<file path="src/rtl/mips_ctrl_monitor.sv">
// Passive monitor for the multicycle MIPS control unit.
// Maps the raw control vector back to an FSM state each cycle, then flags
// signature/p_state disagreement, illegal state sequencing and PCEn misuse,
// and counts retired instructions. Drives nothing back into the datapath.
//
// Ports:
//   clk, reset        clock, synchronous active-high reset
//   IRWrite..PCEn     1-bit control outputs under observation
//   ALUSrcB, PCSrc    2-bit control outputs under observation
//   ALUControl        3-bit control output under observation
//   p_state           state reported by the control unit
//   OP, zero          current opcode, ALU zero flag
//   dec_state         registered decoded state (0..8, 4'hF = unknown)
//   err_sig/seq/pcen  one-cycle error pulses
//   err_sticky        accumulated {err_pcen, err_seq, err_sig}
//   retire_cnt        retired-instruction counter (wraps)
module mips_ctrl_monitor #(
  parameter int unsigned CNT_W = 16
) (
  input  logic             clk,
  input  logic             reset,
  input  logic             IRWrite,
  input  logic             RegDst,
  input  logic             MemtoReg,
  input  logic             RegWrite,
  input  logic             ALUSrcA,
  input  logic             MemWrite,
  input  logic             PCEn,
  input  logic [1:0]       ALUSrcB,
  input  logic [1:0]       PCSrc,
  input  logic [2:0]       ALUControl,
  input  logic [3:0]       p_state,
  input  logic [5:0]       OP,
  input  logic             zero,
  output logic [3:0]       dec_state,
  output logic             err_sig,
  output logic             err_seq,
  output logic             err_pcen,
  output logic [2:0]       err_sticky,
  output logic [CNT_W-1:0] retire_cnt
);

  typedef enum logic [3:0] {
    StFetch    = 4'd0,
    StDecode   = 4'd1,
    StMemAdr   = 4'd2,
    StMemRead  = 4'd3,
    StMemWb    = 4'd4,
    StMemWrite = 4'd5,
    StExecute  = 4'd6,
    StAluWb    = 4'd7,
    StBranch   = 4'd8,
    StUnknown  = 4'hF
  } state_e;

  localparam logic [5:0] OpLw  = 6'b100011;
  localparam logic [5:0] OpSw  = 6'b101011;
  localparam logic [5:0] OpR   = 6'b000000;
  localparam logic [5:0] OpBeq = 6'b000100;

  // {IRWrite, RegDst, MemtoReg, RegWrite, ALUSrcA, MemWrite}_ALUSrcB_PCSrc_ALUControl
  logic [12:0] ctl;
  assign ctl = {IRWrite, RegDst, MemtoReg, RegWrite, ALUSrcA, MemWrite,
                ALUSrcB, PCSrc, ALUControl};

  state_e           dec;
  state_e           dec_q;
  state_e           exp_q, exp_d;
  logic [5:0]       op_q;
  logic             op_bad;
  logic             sig_bad, seq_bad, pcen_bad, retire;
  logic             err_sig_q, err_seq_q, err_pcen_q;
  logic [2:0]       sticky_q;
  logic [CNT_W-1:0] cnt_q;

  // Signature decode, first match wins. PCEn only identifies Fetch; in the
  // other states it is left out so that misuse shows up as err_pcen rather
  // than as an unknown signature.
  always_comb begin
    dec = StUnknown;
    if (ctl == 13'b100000_01_00_010 && PCEn)     dec = StFetch;
    else if (ctl == 13'b000000_11_00_010)        dec = StDecode;
    else if (ctl == 13'b000010_10_00_010)        dec = StMemAdr;
    else if (ctl == 13'b000000_00_00_000)        dec = StMemRead;
    else if (ctl == 13'b001100_00_00_000)        dec = StMemWb;
    else if (ctl == 13'b000001_00_00_000)        dec = StMemWrite;
    else if (ctl[12:3] == 10'b000010_00_00)      dec = StExecute;
    else if (ctl == 13'b010100_00_00_000)        dec = StAluWb;
    else if (ctl == 13'b000010_00_01_110)        dec = StBranch;
  end

  // Expected successor is always derived from the actual decoded state, so
  // the checker resynchronises on its own after any error.
  always_comb begin
    exp_d  = StFetch;
    op_bad = 1'b0;
    case (dec)
      StFetch: exp_d = StDecode;
      StDecode: begin
        case (OP)
          OpLw, OpSw: exp_d = StMemAdr;
          OpR:        exp_d = StExecute;
          OpBeq:      exp_d = StBranch;
          default:    op_bad = 1'b1;
        endcase
      end
      StMemAdr: begin
        // Entered without a lw/sw capture: fall back to Fetch.
        if (op_q == OpLw)      exp_d = StMemRead;
        else if (op_q == OpSw) exp_d = StMemWrite;
      end
      StMemRead: exp_d = StMemWb;
      StExecute: exp_d = StAluWb;
      default:   exp_d = StFetch;
    endcase
  end

  always_comb begin
    sig_bad  = (dec != state_e'(p_state)) || (dec == StUnknown);
    seq_bad  = (dec != exp_q) || op_bad;
    pcen_bad = (dec == StBranch) ? (PCEn != zero)
                                 : (PCEn && dec != StFetch && dec != StUnknown);
    retire   = (dec == StFetch) &&
               (dec_q inside {StMemWb, StMemWrite, StAluWb, StBranch});
  end

  always_ff @(posedge clk) begin
    if (reset) begin
      dec_q      <= StFetch;
      exp_q      <= StFetch;
      op_q       <= '0;
      err_sig_q  <= 1'b0;
      err_seq_q  <= 1'b0;
      err_pcen_q <= 1'b0;
      sticky_q   <= '0;
      cnt_q      <= '0;
    end else begin
      dec_q      <= dec;
      exp_q      <= exp_d;
      err_sig_q  <= sig_bad;
      err_seq_q  <= seq_bad;
      err_pcen_q <= pcen_bad;
      sticky_q   <= sticky_q | {pcen_bad, seq_bad, sig_bad};
      if (dec == StDecode) op_q <= OP;
      if (retire) cnt_q <= cnt_q + {{(CNT_W-1){1'b0}}, 1'b1};
    end
  end

  assign dec_state  = dec_q;
  assign err_sig    = err_sig_q;
  assign err_seq    = err_seq_q;
  assign err_pcen   = err_pcen_q;
  assign err_sticky = sticky_q;
  assign retire_cnt = cnt_q;

endmodule

</file>
<file path="config.mk">
export PLATFORM = sky130hd
export DESIGN_NAME = mips_ctrl_monitor
export DESIGN_NICKNAME = d
export VERILOG_FILES = /design/src/rtl/mips_ctrl_monitor.sv
export SDC_FILE = /design/constraint.sdc
export NUM_CORES = 1
export LEC_CHECK = 0
export CORE_ASPECT_RATIO = 0.7
export CORE_MARGIN = 1
export CORE_UTILIZATION = 45
export DETAILED_ROUTE_END_ITERATION = 7
export GPL_TIMING_DRIVEN = 1
export PLACE_DENSITY_LB_ADDON = 0.3
export SLEW_MARGIN = 20
export SYNTH_ARGS = -nofsm -noshare
export SYNTH_HDL_FRONTEND = slang
export SYNTH_SLANG_ARGS = --single-unit
</file>
<file path="constraint.sdc">
create_clock -name clk -period 5.4 [get_ports clk]
set_input_delay 1.08 -clock clk [delete_from_list [all_inputs] [get_ports clk]]
set_output_delay 1.08 -clock clk [all_outputs]
set_load 0.01 [all_outputs]
</file>
==> impl_results.rst, run 1 <==
.. list-table::
   :header-rows: 1

   * - Metric
     - Value
   * - Effective utilization at floorplan
     - 0.4845
   * - Number of buffers created by CTS
     - 5
   * - Worst Path Arrival
     - around 3.6 ns
   * - Average wire per cell in the routed design
     - about 14 um
   * - # setup viols final
     - 0
   * - Met1 track demand over resource
     - 0.3297
   * - Width of the chip
     - approximately 81 um
   * - Highest fanout seen on the critical path
     - 5
   * - Largest stage delay on the critical path
     - between 0.8 and 0.9 ns
   * - Max-slew violation count
     - 0
   * - Count of flip-flops with a built-in enable after synthesis
     - 0
   * - Met2 track demand over resource
     - 0.3169
   * - Count of unresolved DRC violations after routing
     - 0
   * - Hold-fix buffer count after cts
     - 0
   * - Total wirelength of the detailed-routed design
     - between 4000 and 5000 um
   * - Detailed placement HPWL
     - between 3000 and 4000 um
   * - Number of nets in the layout
     - just over 300
   * - Remaining antenna violation count after routing
     - 0
   * - FILL cells
     - ~360
   * - Critical path's slowest cell
     - sky130_fd_sc_hd__nor4b_1
   * - CTS Buffer Depth
     - 2
   * - Leakage Power
     - roughly 0.9 nW
   * - Number of levels the H-tree was split into
     - 2
   * - Clock insertion delay at the later pin of the skew report
     - around 0.28 ns
   * - Syn Inst Count
     - approximately 230
   * - Die height
     - around 57 um
   * - Overall via count from detail_route
     - around 1800
   * - Leftover overflow at the end of global routing
     - 0
   * - Family with the most delay on the worst path
     - simple AND/OR/NAND/NOR gates
   * - # diodes
     - 0
   * - Clock-pin slew of the registers on the worst-case setup and hold paths
     - 0.07 ns
   * - GRT Util Overall
     - 0.2217
   * - PwrDens
     - roughly 200 nW/um^2
   * - First-pass GRT wire length
     - 7893 um
   * - Max IR drop VDD
     - approximately 130 uV
   * - TritonCTS clock tree
     - built
   * - Initial detailed-routing violation count
     - 117
   * - Fraction of final layout cells with drive strength greater than 1
     - 0.07117
   * - Number of placement rows
     - 19
   * - Die area
     - roughly 4600 sq um
   * - Part of the Yosys area used for sequential elements
     - 0.3681
   * - Max Fclk
     - ~290 MHz
   * - Vias per Instance
     - approximately 5.4
   * - Final standard cell count with taps included and fillers excluded
     - ~330
   * - Post-CTS repair timing setup buffer count
     - 0
   * - Count of buffering cells on the critical path with inverters included
     - 1
   * - Least setup slack across all paths after layout
     - between 1.5 and 2 ns
   * - Crit Path Category
     - in2reg
   * - Most common flop cell mapped by yosys
     - sky130_fd_sc_hd__dfxtp_1
   * - Fin. Hold Viols
     - 0
   * - Run status
     - complete, no violations
   * - TritonCTS Sinks
     - 36
   * - Slew @ Worst Pin
     - ~0.97 ns
   * - Initial antenna violation count
     - 0
   * - Area added between synthesis and finish
     - 33.74%
   * - Synthesized area
     - 1958 sq um
   * - Syn. warnings
     - 0
   * - Post-layout minimum cycle time
     - roughly 3.4 ns
   * - Area after detailed placement
     - 2526 sq um
   * - Net count of the mapped netlist
     - around 250
   * - Resized cells post-CTS
     - 0
   * - Tightest hold margin
     - ~0.46 ns
   * - Count of boundary I/O pins
     - 53
   * - GP Congestion
     - between 0.8 and 0.9
   * - Critical path endpoint category
     - flop
   * - Busiest grt layer
     - met1
   * - GRT met3 Usage
     - 0.05760
   * - Relative slew slack
     - 0.3467
   * - Maximum number of pins on one net before global-route repair
     - 34
   * - Cells along the critical path
     - clkdlybuf4s50_1 -> nor4b_1 -> o2111ai_1 -> nand3_1 -> mux2i_1 -> nor3_1 -> a31oi_1
   * - Via count of the first global-routing pass
     - between 1500 and 2000
   * - Sum of negative setup slack
     - 0 ns
   * - Number of buffers inserted by port buffering
     - 52
   * - Design Power
     - 0.5247 mW
   * - MaxCap Viol Count
     - 0
   * - Clock Skew
     - 0.006760 ns
   * - Number of instances in the placed design
     - between 300 and 400
   * - Root buffer cell
     - sky130_fd_sc_hd__clkbuf_8
   * - Pre-CTS setup slack
     - roughly 1.8 ns
   * - Core Box Area
     - ~4000 sq um
   * - Fraction of registers with async set/reset
     - 0
   * - Final instance area
     - roughly 2600 sq um
   * - Detailed Routing Iterations Pass 1
     - 4
   * - Portion of the clock cycle consumed by the worst path in the final layout
     - 0.6297
   * - Flip-flop and latch count after synthesis
     - 36
   * - Unrepaired setup endpoints after global routing
     - false
   * - Synth cell types
     - 47
   * - Endpoint required time on the critical path
     - 5.61 ns
   * - Type of element launching the critical path
     - primary input
   * - Synthesized area per cell
     - between 8 and 9 sq um
   * - Type of the worst min-delay path
     - reg2reg
   * - Final standard cell utilization of the core
     - 0.6480
==> cells in the mapped netlist (all sizes together), types with 2 or more instances <==
| cell | count | share of area |
|---|---|---|
| dfxtp | 36 | 0.37 |
| xor2 | 6 | 0.027 |
| nor2b | 3 | 0.0096 |
| o221ai | 2 | 0.0089 |
| inv | 13 | 0.025 |
| nor4b | 3 | 0.021 |
| a21oi | 13 | 0.033 |
| mux2i | 7 | 0.036 |
| clkbuf | 3 | 0.0058 |
| nand4 | 8 | 0.029 |
| a31oi | 5 | 0.016 |
| and4 | 2 | 0.0089 |
| nand2b | 2 | 0.0064 |
| nor4bb | 2 | 0.010 |
| o2111ai | 2 | 0.0089 |
| nor4 | 9 | 0.046 |
| nand3 | 6 | 0.015 |
| nand2 | 11 | 0.021 |
| buf | 3 | 0.0070 |
| o211ai | 3 | 0.012 |
| nor3b | 7 | 0.027 |
| or4 | 5 | 0.023 |
| xnor2 | 10 | 0.045 |
| nor2 | 25 | 0.048 |
| and3b | 2 | 0.0089 |
| or3 | 5 | 0.016 |
| nor3 | 9 | 0.026 |
| nand4b | 4 | 0.018 |
| o21ai | 9 | 0.023 |
==> flip-flops by register name, summed over array words and instances, names as in the netlist <==
| name | flops |
|---|---|
| retire_cnt | 16 |
| exp_q | 4 |
| err_sticky | 3 |
| err_sig | 1 |
| dec_state | 4 |
| err_seq | 1 |
| err_pcen | 1 |
| op_q | 6 |
==> worst paths after layout <==
check                 from        endpoint  slack (ns)  cells past startpoint
min reg2reg  err_sticky[0]   err_sticky[0]        0.46                      2
max                ALUSrcA   err_sticky[1]        2.00                      7
min          err_sticky[0]   err_sticky[0]        0.46                      2
max reg2reg   dec_state[3]  retire_cnt[15]        3.41                      6
==> where the power goes <==
part | internal [mW] | switching [mW]
clock | 0.102 | 0.0935
combinational | 0.0317 | 0.0273
sequential | 0.269 | 0.00177
==> cell type report <==
| class | count | area (sq um) | share of cell area |
|---|---|---|---|
| Clock buffer | 6 | 82.58 | 0.03153 |
| Clock inverter | 2 | 10.01 | 0.003822 |
| Inverter | 13 | 48.80 | 0.01863 |
| Multi-Input combinational cell | 171 | 1164 | 0.4443 |
| Sequential cell | 36 | 720.7 | 0.2752 |
| Tap cell | 52 | 65.06 | 0.02484 |
| Timing Repair Buffer | 53 | 528.0 | 0.2016 |
==> placed cells by master, fill, tap and decap left out, drive strengths merged, types with 2 or more instances in the layout <==
master         count
clkdlybuf4s50     52
dfxtp             36
nor2              25
inv               13
a21oi             13
nand2             11
xnor2             10
o21ai              9
nor3               9
nor4               9
nand4              8
mux2i              7
nor3b              7
nand3              6
xor2               6
clkbuf             6
a31oi              5
or3                5
or4                5
nand4b             4
o211ai             3
nor2b              3
nor4b              3
nor4bb             2
o221ai             2
and3b              2
o2111ai            2
nand2b             2
and4               2
clkinv             2
==> kinds of logic (layout without fill, tap and decap cells) <==
group / after synthesis / count (layout) / synth area share
buf+inv: 19 / 74 / 0.03770
fa+ha+maj: 1 / 1 / 0.006389
mux: 8 / 8 / 0.04153
xor+xnor: 16 / 16 / 0.07156
simple gates: 107 / 107 / 0.3495
flops: 36 / 36 / 0.3681
compound gates: 39 / 39 / 0.1252
==> metal layers <==
layer,wire length [um],part of all wire
met5,0,0
met1,2432,0.53
met2,1869,0.41
met3,231,0.051
met4,40,0.0087
==> tightest hold or removal path: stages (launching register included) <==
cell and delay (ns):
sky130_fd_sc_hd__dfxtp_1 0.31, sky130_fd_sc_hd__inv_1 0.04, sky130_fd_sc_hd__a31oi_1 0.06
No activity file was read; power rests on OpenSTA's default activity.
==> inputs of run 2 (changes only) <==
==> constraint.sdc (replaced) <==
create_clock -name clk -period 3.4 [get_ports clk]
set_input_delay 0.68 -clock clk [delete_from_list [all_inputs] [get_ports clk]]
set_output_delay 0.68 -clock clk [all_outputs]
set_load 0.01 [all_outputs]
==> impl_results.rst, run 2 (same netlist as run 1, synthesis figures left out) <==
.. list-table::
   :header-rows: 1

   * - Metric
     - Value
   * - Launch instance of the worst min-delay path
     - err_sticky[2] (was err_sticky[0])
   * - Type of element launching the critical path
     - primary input (unchanged)
   * - Most used cells in the layout excluding fill and tap cells
     - sky130_fd_sc_hd__clkdlybuf4s50_1 (52), sky130_fd_sc_hd__dfxtp_1 (36), sky130_fd_sc_hd__nor2_1 (25) (unchanged)
   * - Sum of negative setup slack
     - 0 ns (unchanged)
   * - Share of total power in combinational logic
     - 0.108 (was 0.112)
   * - Slew @ Worst Pin
     - 0.6577 ns (was 0.9664 ns)
   * - Relative slew slack
     - 0.5575 (was 0.3467)
   * - Most common cell after layout, fill and taps aside
     - sky130_fd_sc_hd__clkdlybuf4s50_1 (unchanged)
   * - Final instance area
     - 2690 sq um (was 2619 sq um)
   * - Number of placement rows
     - 19 (unchanged)
   * - Critical R2R Capture
     - retire_cnt[15] (unchanged)
   * - Root buffer cell
     - sky130_fd_sc_hd__clkbuf_8 (unchanged)
   * - Die height
     - 57.19 um (unchanged)
   * - Number of flip-flops in the largest register
     - 16 (unchanged)
   * - Effective utilization at floorplan
     - 0.4845 (unchanged)
   * - Highest fanout seen on the critical path
     - 9 (was 5)
   * - FILL cells
     - 334 (was 364)
   * - Number of buffers created by CTS
     - 5 (unchanged)
   * - Post-CTS repair timing setup buffer count
     - 0 (unchanged)
   * - Total wirelength of the detailed-routed design
     - 4788 um (was 4573 um)
   * - Clock network power share
     - 0.418 (was 0.372)
   * - Leakage Power
     - 0.9476 nW (was 0.9091 nW)
   * - Crit Path Category
     - in2reg (unchanged)
   * - Least setup slack across all paths after layout
     - 0.5589 ns (was 1.999 ns)
   * - Clock insertion delay at the later pin of the skew report
     - 0.29 ns (was 0.28 ns)
   * - Remaining antenna violation count after routing
     - 0 (unchanged)
   * - Maximum number of pins on one net before global-route repair
     - 23 (was 34)
   * - Initial antenna violation count
     - 0 (unchanged)
   * - Average wire per cell in the routed design
     - 14.08 um (was 13.73 um)
   * - Detailed placement HPWL
     - 3655 um (was 3518 um)
   * - Die area
     - 4624 sq um (unchanged)
   * - Worst Path Arrival
     - 3.00 ns (was 3.61 ns)
   * - Switching power as a share of total power
     - 0.2322 (was 0.2336)
   * - Critical path endpoint category
     - flop (unchanged)
   * - Max Fclk
     - approximately 350 MHz
   * - First-pass GRT wire length
     - 7969 um (was 7893 um)
   * - Number of cells traversed by the worst hold path
     - 2 (unchanged)
   * - Post-layout minimum cycle time
     - 2.841 ns
   * - MaxCap Viol Count
     - 0 (unchanged)
   * - Pre-CTS setup slack
     - 0.3015 ns (was 1.784 ns)
   * - Core Box Area
     - 4041 sq um (unchanged)
   * - Number of buffers inserted by port buffering
     - 52 (unchanged)
   * - Via count of the first global-routing pass
     - 1715 (was 1686)
   * - TritonCTS clock tree
     - built (unchanged)
   * - Unrepaired setup endpoints after global routing
     - false (unchanged)
   * - Register area
     - 720.7 sq um (unchanged)
   * - Fraction of final layout cells with drive strength greater than 1
     - 0.09375 (was 0.07117)
   * - Hold-fix buffer count after cts
     - 0 (unchanged)
   * - Run status
     - complete, no violations (unchanged)
   * - Type of the worst min-delay path
     - reg2reg (unchanged)
   * - Fin. Hold Viols
     - 0 (unchanged)
   * - Register-to-Register Setup Slack
     - 1.46 ns (was 3.41 ns)
   * - Width of the chip
     - 80.85 um (unchanged)
   * - Hold Path End
     - err_sticky[2] (was err_sticky[0])
   * - Design Power
     - 0.9056 mW (was 0.5247 mW)
   * - Number of nets in the layout
     - 315 (was 308)
   * - Area after detailed placement
     - 2579 sq um (was 2526 sq um)
   * - Tightest hold margin
     - 0.4661 ns (was 0.4615 ns)
   * - Reg2Reg Launch Point
     - dec_state[3] (unchanged)
   * - Area occupied by multi-input gates
     - 1164 sq um (unchanged)
   * - CTS Buffer Depth
     - 2 (unchanged)
   * - Area added between synthesis and finish
     - 37.38% (was 33.74%)
   * - # setup viols final
     - 0 (unchanged)
   * - Overall via count from detail_route
     - 1894 (was 1810)
   * - Portion of the clock cycle consumed by the worst path in the final layout
     - 0.8356
   * - Clock-pin slew of the registers on the worst-case setup and hold paths
     - 0.07 ns (about the same)
   * - Proportion of power drawn by flip-flops and latches
     - 0.474 (was 0.515)
   * - P_int
     - 0.6954 mW (was 0.4021 mW)
   * - Count of unresolved DRC violations after routing
     - 0 (unchanged)
   * - TritonCTS Sinks
     - 36 (unchanged)
   * - Resized cells post-CTS
     - 0 (unchanged)
   * - # diodes
     - 0 (unchanged)
   * - Leftover overflow at the end of global routing
     - 0 (unchanged)
   * - Max-slew violation count
     - 0 (unchanged)
   * - GP Congestion
     - 0.9039 (was 0.8540)
   * - Cell count of the worst reg-to-reg path
     - 6 (unchanged)
   * - Number of levels the H-tree was split into
     - 2 (unchanged)
   * - Initial detailed-routing violation count
     - 171 (was 117)
   * - PwrDens
     - 336.7 nW/um^2 (was 200.4 nW/um^2)
   * - Net switching component of the power
     - 0.2103 mW (was 0.1226 mW)
   * - Max IR drop VDD
     - 219.5 uV (was 129.7 uV)
   * - Count of boundary I/O pins
     - 53 (unchanged)
   * - Endpoint required time on the critical path
     - 3.56 ns (was 5.61 ns)
   * - Vias per Instance
     - 5.571 (was 5.435)
   * - Detailed Routing Iterations Pass 1
     - 4 (unchanged)
   * - GRT Util Overall
     - 0.2270 (was 0.2217)
   * - Clock Skew
     - 0.007379 ns (was 0.006760 ns)
[run 2: cell count changes in the layout (fill, tap and decap cells not counted), sizes merged]
cell and change:
buf +7, bufinv +1, clkbuf -1, clkinv -1, clkinvlp +1
[run 2: per-layer routing]
layer,share of wire,GRT usage
met2,0.40,0.3289
met3,0.089,0.06560
met1,0.50,0.3231
met5,0,0
met4,0.0079,0.07143
[run 2: power groups by stage]
stage / Sequential, mW / Combinational (mW) / Clock [mW]
after floorplan: 0.441 / 0.0307 / 0
after global placement: 0.439 / 0.0943 / 0
after detailed placement: 0.439 / 0.0959 / 0
after CTS: 0.429 / 0.0964 / 0.385
after global routing: 0.430 / 0.105 / 0.403
final: 0.429 / 0.0974 / 0.379
[run 2: critical path, cell delays in order]
cell and delay [ns]:
sky130_fd_sc_hd__clkdlybuf4s50_1 0.55, sky130_fd_sc_hd__nor3b_1 0.47, sky130_fd_sc_hd__nand4_1 0.16, sky130_fd_sc_hd__or4_1 0.71
sky130_fd_sc_hd__nor3_1 0.24, sky130_fd_sc_hd__xnor2_1 0.15, sky130_fd_sc_hd__nor2_1 0.06
[run 2: area by class of cell]
cell class	instances	area share
Multi-Input combinational cell	171	0.4326
Timing Repair Buffer	60	0.2158
Clock inverter	3	0.01581
Tap cell	52	0.02419
Sequential cell	36	0.2679
Inverter	13	0.01814
Clock buffer	5	0.02558
[run 2: metrics by stage]
| step | std cells | utilization |
|---|---|---|
| 2_1_floorplan | 226 | - |
| 3_3_place_gp | 332 | 0.6381 |
| 3_5_place_dp | 332 | 0.6381 |
| 4_1_cts | 340 | 0.6656 |
| 5_1_grt | 340 | 0.6656 |
| 6_report | 340 | 0.6656 |
[run 2: how the worst max path moves through the flow]
stage                    start        endpoint  slack, ns  cells after the start
floorplan             RegWrite   err_sticky[0]       0.93                      6
global placement    ALUSrcB[0]   retire_cnt[5]       0.34                      6
detailed placement  ALUSrcB[0]   retire_cnt[9]       0.30                      6
CTS                 ALUSrcB[0]  retire_cnt[15]       0.61                      7
global route        ALUSrcB[0]  retire_cnt[15]       0.43                      7
finish              ALUSrcB[0]  retire_cnt[15]       0.56                      7
